**config.mk**
```make
export PLATFORM = sky130hd
export DESIGN_NAME = rr_arb_mux
export DESIGN_NICKNAME = d
export VERILOG_FILES = /design/src/rtl/rr_arb_mux.sv
export SDC_FILE = /design/constraint.sdc
export NUM_CORES = 1
export LEC_CHECK = 0
export CAP_MARGIN = 20
export CORE_MARGIN = 2
export CORE_UTILIZATION = 39
export DETAILED_ROUTE_END_ITERATION = 10
export DONT_BUFFER_PORTS = 1
export PLACE_DENSITY = 0.51
export SYNTH_ARGS = -nofsm -noshare
export SYNTH_HDL_FRONTEND = slang
export SYNTH_SLANG_ARGS = --single-unit
```
**constraint.sdc**
```tcl
create_clock -name clk -period 3.5 [get_ports clk]
set_clock_uncertainty 0.2 [all_clocks]
set_input_delay 1.05 -clock clk [delete_from_list [all_inputs] [get_ports clk]]
set_output_delay 1.05 -clock clk [all_outputs]
set_load 0.01 [all_outputs]
```
**src/rtl/rr_arb_mux.sv**
```systemverilog
// N-input registered mux with a round-robin or fixed-priority arbiter and a
// one-entry valid/ready output stage.

module rr_arb_mux_lane #(
  parameter int DATA_W = 8
) (
  input  logic              sel,
  input  logic [DATA_W-1:0] data,
  output logic [DATA_W-1:0] masked
);
  assign masked = data & {DATA_W{sel}};
endmodule

module rr_arb_mux #(
  parameter  int NUM_CH = 4,
  parameter  int DATA_W = 8,
  parameter  bit RR_EN  = 1'b1,
  localparam int SEL_W  = $clog2(NUM_CH)
) (
  input  logic                     clk,
  input  logic                     reset,
  input  logic [NUM_CH-1:0]        req_i,
  input  logic [NUM_CH*DATA_W-1:0] data_i,
  output logic [NUM_CH-1:0]        gnt_o,
  output logic                     valid_o,
  output logic [DATA_W-1:0]        data_o,
  output logic [SEL_W-1:0]         sel_o,
  input  logic                     ready_i
);

  logic [SEL_W-1:0]               ptr_q;
  logic [SEL_W-1:0]               win_idx;
  logic                           found;
  logic [NUM_CH-1:0]              win_onehot;
  logic [NUM_CH-1:0][DATA_W-1:0]  masked;
  logic [DATA_W-1:0]              win_data;
  logic                           can_load;
  logic                           grant_en;

  // Cyclic scan starting at the pointer; first requester wins.
  always_comb begin
    int k;
    found   = 1'b0;
    win_idx = '0;
    k       = 0;
    for (int i = 0; i < NUM_CH; i++) begin
      k = int'(ptr_q) + i;
      if (k >= NUM_CH) k = k - NUM_CH;
      if (!found && req_i[k]) begin
        found   = 1'b1;
        win_idx = SEL_W'(k);
      end
    end
  end

  assign win_onehot = found ? (NUM_CH'(1) << win_idx) : '0;
  assign can_load   = ~valid_o | ready_i;
  assign grant_en   = can_load & found & ~reset;
  assign gnt_o      = grant_en ? win_onehot : '0;

  for (genvar g = 0; g < NUM_CH; g++) begin : g_lane
    rr_arb_mux_lane #(.DATA_W(DATA_W)) u_lane (
      .sel    (win_onehot[g]),
      .data   (data_i[g*DATA_W +: DATA_W]),
      .masked (masked[g])
    );
  end

  always_comb begin
    win_data = '0;
    for (int i = 0; i < NUM_CH; i++) win_data = win_data | masked[i];
  end

  always_ff @(posedge clk) begin
    if (reset) begin
      valid_o <= 1'b0;
      data_o  <= '0;
      sel_o   <= '0;
      ptr_q   <= '0;
    end else if (grant_en) begin
      valid_o <= 1'b1;
      data_o  <= win_data;
      sel_o   <= win_idx;
      if (RR_EN)
        ptr_q <= (win_idx == SEL_W'(NUM_CH-1)) ? '0 : win_idx + SEL_W'(1);
    end else if (ready_i) begin
      valid_o <= 1'b0;
    end
  end

  a_gnt_onehot0: assert property (@(posedge clk) $onehot0(gnt_o));
  a_gnt_req:     assert property (@(posedge clk) (gnt_o & ~req_i) == '0);
  a_stall_hold:  assert property (@(posedge clk) disable iff (reset)
                   (valid_o && !ready_i) |=> ($stable(data_o) && $stable(sel_o)));
  a_sel_range:   assert property (@(posedge clk) int'(sel_o) < NUM_CH);

endmodule

```
==> run_results.csv, run 1 <==
group,metric,value,unit
logic_synthesis,synth_nets,135,
power_and_ir_drop,p_per_area,460.1,mW/mm2
routing,vias,748,
grt,track_usage,17.52,%
power_and_ir_drop,ir_worst_vdd,0.1921,mV
logic_synthesis,syn_inst,92,
outcome,status,"finished, final reports clean",
critical_path,cp-start-kind,"input pin",
power_and_ir_drop,p_sw_share,33.87,%
cells_and_area,antenna_cells,0,
timing,report.final.setup_viol,0,
timing,period_minus_slack,3.393,ns
routing,viasPerCell,6.182,
clock_tree,clk_latency,0.27,ns
timing,slew_viol_final,0,
run,maxCapViolations,0,
timing,relSlewSlack,70.42,%
grt,grt_start_max_net_pins,15,
routing,wire_per_inst,17.74,um
logic_synthesis,syn_avg_cell_area,9.126,um2
logic_synthesis,synth_top_area_share,31.00,%
clock_tree,clk_pin_slew,0.07,ns
cells_and_area,utilization,45.19,%
worst_hold_path,hold_class,"flip-flop to flip-flop",
logic_synthesis,yosysWarnings,0,
routing,met2_length,903,um
critical_path,ff2ff_setup_slack,1.09,ns
placement,gp_congestion,0.7808,
routing,ant_nets,0,
clock_tree,cts_htree_levels,1,
die,die_area,0.002540,mm2
logic_synthesis,synth_cell_type_count,27,
cells_and_area,fin_cells,121,
power_and_ir_drop,seq_power_share,46.1,%
power_and_ir_drop,p_leak,0.3279,nW
critical_path,crit_type,"input pin to output pin",
placement,dp_cells,117,
routing,drc,0,
logic_synthesis,netlist_area,839.6,um2
timing,whs,0.3472,ns
routing,wirelength,2146,um
cells_and_area,area_delta_synth_final,7.750,%
worst_hold_path,holdPathEnd,"data_o[4]",
power_and_ir_drop,power_frac_comb,32.2,%
worst_hold_path,hold_path_depth,2,
clock_tree,cts_tree,"done",
grt,grt_pass1_vias,721,
logic_synthesis,synth-main-ff-cell,"dfxtp_1",
timing,tns,0,ns
critical_path,timing.rr.start,"ptr_q[1]",
logic_synthesis,yosysTopAreaCell,"dfxtp_1",
logic_synthesis,synth-edff-count,0,
clock_tree,cts_setup_buffers,0,
timing,fin_crit_sh,96.94,%
clock_tree,cts_buffer_depth,2,
critical_path,r2r_end,"data_o[6]",
grt,grt_pass1_wl,3415,um
die,die_h,50.40,um
logic_synthesis,ys_top_cells_by_area,"dfxtp_1 (31%), o211ai_1 (9.8%), a221oi_1 (9.4%), a22o_1 (8.3%), ha_1 (6.0%)",
critical_path,worstPathRequired,2.25,ns
power_and_ir_drop,p_clk_share,21.8,%
logic_synthesis,synth_seq_cells,13,
timing,grt_setup_unrepaired,"false",
logic_synthesis,ys_async_sr_fraction,0,%
routing,highest_layer,"met4",
clock_tree,cts_resized,0,
grt,antenna_found_initial,0,
timing,worst_pin_slew,0.4437,ns
critical_path,worst_setup_path_end_kind,"output pin",
placement,pre_cts_slack,0.1106,ns
cells_and_area,fin_nets,138,
clock_tree,cts_buffers,3,
grt,overflow,0,
die,pin_count,54,
die,start_util,41.94,%
cells_and_area,drive_gt1_share,12.77,%
routing,drt_first_iter_violations,14,
clock_tree,clockRootBuffer,"clkbuf_4",
die,row_count,16,
routing,met3WireLength,245,um
critical_path,cp_max_fo,4,
placement,portBuffers,0,
die,core-area,0.002002,mm2
critical_path,arrival,2.14,ns
routing,met1_length,983,um
critical_path,reg2reg_depth,8,
power_and_ir_drop,switchingPower,0.0001410,W
worst_hold_path,min_from,"data_o[4]",
timing,hold_violations,0,
routing,firstDrtPassIters,4,
timing,max_freq,294.7,MHz
die,die_w,50.40,um
timing,fin_ws,0.1072,ns
logic_synthesis,synth.most_common_cell,"dfxtp_1",
clock_tree,postCtsHoldBufs,0,
clock_tree,cts.sinks,13,
placement,dpl.hpwl,1690,um
logic_synthesis,ys_seq_area_share,31.00,%
logic_synthesis,synth_common_cells,"dfxtp_1 (13), o211ai_1 (11), a221oi_1 (9), o21ai_1 (9), a22o_1 (8)",
power_and_ir_drop,p_int,0.0002753,W
power by group through the flow:
| stage | registers [W] | clock network, W | logic (W) |
|---|---|---|---|
| after CTS | 0.000192 | 0.0000933 | 0.000134 |
| after floorplan | 0.000191 | 0 | 0.000104 |
| final | 0.000192 | 0.0000906 | 0.000134 |
| after global routing | 0.000195 | 0.000106 | 0.000150 |
| after global placement | 0.000195 | 0 | 0.000132 |
| after detailed placement | 0.000196 | 0 | 0.000133 |
flip-flops by register name, summed over array words and instances (netlist names):
register  flops
ptr_q         2
sel_o         2
data_o        8
valid_o       1
logic make-up (layout without fill, tap and decap cells):
| family | after synthesis | after routing | synth area share (%) |
|---|---|---|---|
| AO/OA/AOI/OAI | 45 | 45 | 41.88 |
| AND/OR/NAND/NOR | 16 | 16 | 12.96 |
| flip-flops | 13 | 13 | 31.00 |
| buffers and inverters | 13 | 15 | 7.004 |
| adder cells (fa/ha/maj) | 4 | 4 | 5.961 |
| multiplexers | 1 | 1 | 1.192 |
how the worst max path moves through the flow:
stage                        start  slack (ns)  endpoint
after CTS                 req_i[2]         0.1  gnt_o[1]
after global placement    req_i[2]        0.11  gnt_o[1]
final                     req_i[2]        0.11  gnt_o[1]
after detailed placement  req_i[2]        0.11  gnt_o[1]
after global routing      req_i[1]        0.01  gnt_o[0]
after floorplan           req_i[1]        0.03  gnt_o[2]
metal layers:
metal,GRT usage (%),up-vias
met4,5.405,0
met5,0,-
met2,23.25,48
li1,-,364
met1,26.20,334
met3,5.952,2
final cells by class:
cell class                      count  area [um2]
Clock buffer                        4       26.28
Fill cell                         214        1097
Inverter                            5       18.77
Multi-Input combinational cell     66       520.5
Sequential cell                    13       260.3
Tap cell                           27       33.78
Timing Repair Buffer                6       45.04
critical path: stages:
cell and delay [ns]:
nor2b_1 0.13, a221oi_1 0.41, or2_1 0.20, ha_1 0.17, and2_1 0.19
through the flow:
stage,total power [W],area (um2)
global route,0.0004502,904.6
floorplan,0.0002949,839.6
CTS,0.0004197,904.6
detailed placement,0.0003286,878.3
global placement,0.0003273,878.3
finish,0.0004162,904.6
cell usage in the layout (no fill, tap or decap), drive strengths merged:
| cell | Yosys | routed |
|---|---|---|
| nand2 | 1 | 1 |
| and2 | 4 | 4 |
| o31ai | 3 | 3 |
| o311a | 1 | 1 |
| or3 | 1 | 1 |
| mux2i | 1 | 1 |
| a22o | 8 | 8 |
| nor2 | 3 | 3 |
| a21boi | 1 | 1 |
| clkbuf | 4 | 4 |
| nor2b | 3 | 3 |
| inv | 5 | 5 |
| nor4 | 1 | 1 |
| a221oi | 9 | 9 |
| ha | 4 | 4 |
| o21a | 1 | 1 |
| o211ai | 11 | 11 |
| o2bb2ai | 1 | 1 |
| dfxtp | 13 | 13 |
| or2 | 2 | 2 |
| nor3 | 1 | 1 |
| a21oi | 1 | 1 |
| buf | 4 | 6 |
| o21ai | 9 | 9 |
Power figures use the tool's default switching activity.
==> inputs of run 2 (changes only) <==
--- a/config.mk
+++ b/config.mk
@@ -13,4 +13,5 @@
 export PLACE_DENSITY = 0.51
 export SYNTH_ARGS = -nofsm -noshare
 export SYNTH_HDL_FRONTEND = slang
+export SYNTH_HIERARCHICAL = 1
 export SYNTH_SLANG_ARGS = --single-unit
==> run_results.csv, run 2 <==
group,metric,value,unit
outcome,status,"finished, final reports clean",
timing,max_freq,302.3,MHz
critical_path,worst_setup_path_end_kind,"output pin",
critical_path,cp-start-kind,"input pin",
worst_hold_path,holdPathEnd,"ptr_q[0]",
logic_synthesis,syn_inst,114,
clock_tree,cts_setup_buffers,0,
logic_synthesis,synth_adder_area_share,5.249,%
routing,met3WireLength,260,um
critical_path,ff2ff_setup_slack,1.10,ns
critical_path,cp_max_fo,5,
critical_path,worstPathRequired,2.25,ns
grt,track_usage,15.38,%
timing,slew_viol_final,0,
grt,antenna_found_initial,0,
clock_tree,cts_buffers,3,
grt,grt_pass1_wl,3070,um
cells_and_area,fin_nets,166,
cells_and_area,area_delta_synth_final,9.055,%
logic_synthesis,synth_xor_area_share,0,%
cells_and_area,top_regs,"data_o x8, ptr_q x2, sel_o x2",
die,pin_count,54,
timing,worst_pin_slew,0.3309,ns
routing,highest_layer,"met4",
logic_synthesis,ys_async_sr_fraction,0,%
logic_synthesis,synth_mux_area_share,2.100,%
power_and_ir_drop,p_leak,0.4235,nW
timing,grt_setup_unrepaired,"false",
logic_synthesis,ys_top_cells_by_area,"dfxtp_1 (27%), and2_1 (24%), a211oi_2 (9.2%), nor4_1 (5.9%), ha_1 (5.2%)",
timing,period_minus_slack,3.308,ns
die,row_count,17,
critical_path,arrival,2.06,ns
cells_and_area,most-common-layout-cells,"and2_1 (36), nor2_1 (13), dfxtp_1 (13), nor4_1 (9)",
power_and_ir_drop,switchingPower,0.0001459,W
logic_synthesis,synth_seq_cells,13,
clock_tree,cts_htree_levels,1,
routing,vias,780,
logic_synthesis,synth.most_common_cell,"and2_1",
clock_tree,clk_pin_slew,0.08,ns
grt,grt_start_max_net_pins,24,
routing,drt_first_iter_violations,4,
logic_synthesis,synth_cell_type_count,26,
cells_and_area,utilization,46.12,%
routing,firstDrtPassIters,3,
timing,hold_violations,0,
die,core-area,0.002255,mm2
run,maxCapViolations,0,
logic_synthesis,synth-main-ff-cell,"dfxtp_1",
clock_tree,cts.sinks,13,
grt,overflow,0,
routing,viasPerCell,5.200,
logic_synthesis,yosysTopAreaCell,"dfxtp_1",
logic_synthesis,synth_top_area_share,27.30,%
clock_tree,cts_resized,0,
cells_and_area,largest-register,"data_o",
logic_synthesis,ys_seq_area_share,27.30,%
clock_tree,cts_tree,"done",
routing,ant_nets,0,
routing,met1_length,804,um
placement,gp_congestion,0.6747,
placement,portBuffers,0,
logic_synthesis,synth-edff-count,0,
routing,met2_length,911,um
timing,relSlewSlack,77.74,%
logic_synthesis,netlist_area,953.4,um2
cells_and_area,mostFrequentLayoutCell,"and2_1",
routing,drc,0,
critical_path,reg2reg_depth,10,
cells_and_area,antenna_cells,0,
grt,grt_pass1_vias,738,
routing,wirelength,1994,um
worst_hold_path,min_from,"ptr_q[0]",
worst_hold_path,hold_path_depth,2,
die,die_area,0.002856,mm2
logic_synthesis,syn_avg_cell_area,8.363,um2
power_and_ir_drop,seq_power_share,42.5,%
logic_synthesis,synth-simple-area-share,45.93,%
cells_and_area,drive_gt1_share,21.31,%
logic_synthesis,synth_compound_area_share,15.22,%
worst_hold_path,hold_class,"flip-flop to flip-flop",
logic_synthesis,synth_nets,157,
clock_tree,postCtsHoldBufs,0,
power_and_ir_drop,ir_worst_vdd,0.2894,mV
placement,dpl.hpwl,1593,um
power_and_ir_drop,power,0.0004385,W
die,die_h,53.45,um
critical_path,timing.rr.start,"ptr_q[1]",
timing,fin_crit_sh,94.50,%
routing,wire_per_inst,13.29,um
power_and_ir_drop,p_clk_share,20.9,%
logic_synthesis,yosysWarnings,6,
timing,report.final.setup_viol,0,
logic_synthesis,synth_common_cells,"and2_1 (36), dfxtp_1 (13), nor2_1 (13), nor4_1 (9), a211oi_2 (7)",
die,start_util,42.29,%
power_and_ir_drop,p_sw_share,33.28,%
power_and_ir_drop,power_frac_comb,36.6,%
die,die_w,53.45,um
timing,tns,0,ns
timing,fin_ws,0.1924,ns
power_and_ir_drop,p_per_area,421.7,mW/mm2
logic_synthesis,synth_top_family_by_area,"simple AND/OR/NAND/NOR gates",
cells_and_area,fin_cells,150,
cells_and_area,largest_reg_flops,8,
clock_tree,clk_latency,0.27,ns
critical_path,crit_type,"input pin to output pin",
clock_tree,clockRootBuffer,"clkbuf_4",
power_and_ir_drop,p_int,0.0002925,W
clock_tree,cts_buffer_depth,2,
placement,dp_cells,146,
placement,pre_cts_slack,0.1858,ns
critical_path,r2r_end,"data_o[3]",
[run 2: cell count changes after synthesis, sizes merged, moves of 3 or more]
cell | previous run | this run
nor4 | 1 | 9
o31ai | 3 | 0
o211ai | 11 | 0
a22o | 8 | 0
o21ai | 9 | 1
a211oi | 0 | 9
buf | 4 | 1
nand2b | 0 | 3
and2 | 4 | 40
a221oi | 9 | 0
nor2 | 3 | 14
[run 2: cell families (layout without fill, tap and decap cells)]
family	count (synthesis)	count (layout)
flops	13	13
fa+ha+maj	4	4
simple gates	73	73
compound gates	16	16
buf+inv	6	14
mux	2	2
[run 2: final cells by class]
class	count	area, um2
clock inverter	1	5.005
fill	242	1215
timing repair buffer	7	52.55
tap	28	35.03
clock buffer	3	22.52
inverter	3	11.26
multi-input combinational	95	653.1
sequential	13	260.3
[run 2: routing by layer]
metal	track usage [%]	up-vias
met1	14.63	338
li1	-	407
met4	5.556	0
met3	8.475	2
met2	27.37	33
met5	0	-
[run 2: power groups by stage]
stage          sequential, W   clock, W  combinational (W)
3_5_place_dp        0.000190          0           0.000165
3_3_place_gp        0.000190          0           0.000160
2_1_floorplan       0.000186          0           0.000127
6_report            0.000186  0.0000917           0.000161
4_1_cts             0.000187  0.0000979           0.000165
5_1_grt             0.000189   0.000105           0.000183
[run 2: worst max-delay path by stage]
stage / from / end / slack (ns) / cells past startpoint
6_report: req_i[2] / gnt_o[3] / 0.19 / 7
5_1_grt: req_i[2] / gnt_o[1] / 0.01 / 7
3_3_place_gp: req_i[0] / gnt_o[0] / 0.18 / 7
4_1_cts: req_i[0] / gnt_o[3] / 0.18 / 7
3_5_place_dp: req_i[0] / gnt_o[3] / 0.19 / 7
2_1_floorplan: req_i[2] / gnt_o[0] / 0.03 / 7
[run 2: through the flow]
stage                     hold WS [ns]  cell area [um2]
after floorplan                 0.2909            953.4
after global placement          0.3078             1012
after detailed placement        0.3028             1012
after CTS                       0.3164             1040
after global routing            0.3686             1040
final                           0.3125             1040
[run 2: critical path: stages]
cell and delay, ns:
mux2i_1 0.12, nor2_1 0.05, nor3_1 0.21, buf_4 0.17
ha_1 0.14, and2_4 0.13, and2_1 0.18
==> inputs of run 3 (changes only) <==
--- a/config.mk
+++ b/config.mk
@@ -6,6 +6,7 @@
 export NUM_CORES = 1
 export LEC_CHECK = 0
 export CAP_MARGIN = 20
+export CORE_ASPECT_RATIO = 1.5
 export CORE_MARGIN = 2
 export CORE_UTILIZATION = 39
 export DETAILED_ROUTE_END_ITERATION = 10
==> run_results.csv, run 3 (synthesis results as in run 2) <==
group,metric,value,unit
outcome,status,"finished, final reports clean",
cells_and_area,largest-register,"data_o",
clock_tree,cts_buffers,3,
timing,slew_viol_final,0,
timing,fin_crit_sh,95.68,%
critical_path,worstPathRequired,2.25,ns
cells_and_area,stdcell_area,0.001030,mm2
clock_tree,clk_pin_slew,0.08,ns
grt,grt_use_met1,16.58,%
timing,hold_violations,0,
clock_tree,cts_setup_buffers,0,
grt,grt_pass1_vias,826,
worst_hold_path,hold_class,"flip-flop to flip-flop",
power_and_ir_drop,p_leak,0.4161,nW
cells_and_area,area_delta_synth_final,8.006,%
grt,overflow,0,
placement,post_dp_cell_area,997.2,um2
clock_tree,cts_buffer_depth,2,
grt,antenna_found_initial,0,
placement,gp_congestion,0.7322,
die,die_h,64.56,um
grt,track_usage,16.58,%
cells_and_area,top_regs,"data_o x8, ptr_q x2, sel_o x2",
cells_and_area,drive_gt1_share,20.00,%
critical_path,arrival,2.10,ns
critical_path,worst_setup_path_end_kind,"output pin",
routing,drt_first_iter_violations,3,
timing,max_freq,298.6,MHz
routing,viasPerCell,5.643,
critical_path,cp-start-kind,"input pin",
routing,drc,0,
die,die_area,0.002864,mm2
grt,grt_start_max_net_pins,24,
critical_path,crit_path_top_delay_cell,"o22ai_2",
timing,grt_setup_unrepaired,"false",
critical_path,cp_max_fo,6,
timing,report.final.setup_viol,0,
placement,dpl.hpwl,1656,um
cells_and_area,fillers,253,
placement,portBuffers,0,
clock_tree,cts_htree_levels,1,
clock_tree,postCtsHoldBufs,0,
clock_tree,clk_latency,0.27,ns
run,maxCapViolations,0,
timing,tns,0,ns
die,row_count,21,
die,start_util,41.71,%
die,core-area,0.002286,mm2
clock_tree,cts_tree,"done",
clock_tree,cts.sinks,13,
cells_and_area,largest_reg_flops,8,
power_and_ir_drop,ir_worst_vdd,0.2195,mV
routing,firstDrtPassIters,2,
critical_path,crit_type,"input pin to output pin",
grt,use_met2,28.86,%
timing,worst_pin_slew,0.9423,ns
critical_path,max_stage_delay,0.22,ns
routing,ant_nets,0,
grt,grt_use_met3,5.571,%
routing,wirelength,2106,um
routing,wire_per_inst,14.73,um
power_and_ir_drop,p_per_area,426.7,mW/mm2
routing,vias,807,
die,die_w,44.37,um
grt,top_usage_layer,"met2",
cells_and_area,antenna_cells,0,
critical_path,path_cells,"a21oi_1 -> o21a_1 -> o22ai_2 -> inv_1 -> ha_1 -> and2_4 -> and2_1",
grt,grt_pass1_wl,3512,um
timing,relSlewSlack,36.98,%
cells_and_area,mostFrequentLayoutCell,"and2_1",
cells_and_area,fin_nets,164,
clock_tree,clockRootBuffer,"clkbuf_4",
die,pin_count,54,
cells_and_area,most-common-layout-cells,"and2_1 (36), nor2_1 (13), dfxtp_1 (13), nor4_1 (9), a211oi_2 (7)",
timing,period_minus_slack,3.349,ns
run 3: what timing repair did:
action | 4_1_cts | 5_1_grt
setup endpoints to repair | 0 | 2
hold endpoints to repair | 0 | 0
resized for setup | 0 | 1
run 3: through the flow:
stage	instances	utilization, %	hold slack, ns	worst slack, ns	power, W
CTS	143	44.77	0.3276	0.04143	0.0004482
floorplan	114	-	0.2909	0.02809	0.0003130
finish	143	45.05	0.3297	0.1511	0.0004394
global route	143	45.05	0.3599	0.03601	0.0004792
detailed placement	139	43.62	0.3160	0.04516	0.0003525
global placement	139	43.62	0.3107	0.09116	0.0003489
run 3: path summary, 6_finish.rpt:
| check | cells past startpoint | slack (ns) | end | startpoint |
|---|---|---|---|---|
| setup / recovery | 7 | 0.15 | gnt_o[3] | req_i[0] |
| hold / removal | 2 | 0.33 | ptr_q[0] | ptr_q[0] |
| hold reg to reg | 2 | 0.33 | ptr_q[0] | ptr_q[0] |
| setup reg to reg | 10 | 0.98 | data_o[4] | ptr_q[1] |
run 3: area by class of cell:
cell class | count | area (um2) | area share, %
Multi-Input combinational cell | 95 | 665.6 | 64.64
Sequential cell | 13 | 260.3 | 25.27
Timing Repair Buffer | 5 | 37.54 | 3.645
Tap cell | 23 | 28.78 | 2.795
Clock buffer | 4 | 26.28 | 2.552
Inverter | 3 | 11.26 | 1.094
run 3: power by group:
group / leakage (nW) / internal (W) / total (W) / switching, W
sequential: 0.108 / 0.000166 / 0.000187 / 0.0000210
combinational: 0.293 / 0.0000827 / 0.000159 / 0.0000762
clock: 0.0150 / 0.0000441 / 0.0000936 / 0.0000495
total: 0.416 / 0.000293 / 0.000439 / 0.000147
run 3: metal layers:
layer | vias to the layer above | share of wire, %
li1 | 405 | -
met1 | 358 | 39
met2 | 40 | 49
met3 | 4 | 10
met4 | 0 | 1.9
met5 | - | 0
run 3: worst max-delay path, delay by kind of cell:
kind | cells | cell delay [ns]
AND/OR/NAND/NOR | 2 | 0.31
adder cells (fa/ha/maj) | 1 | 0.18
AO/OA/AOI/OAI | 3 | 0.45
buffers and inverters | 1 | 0.10
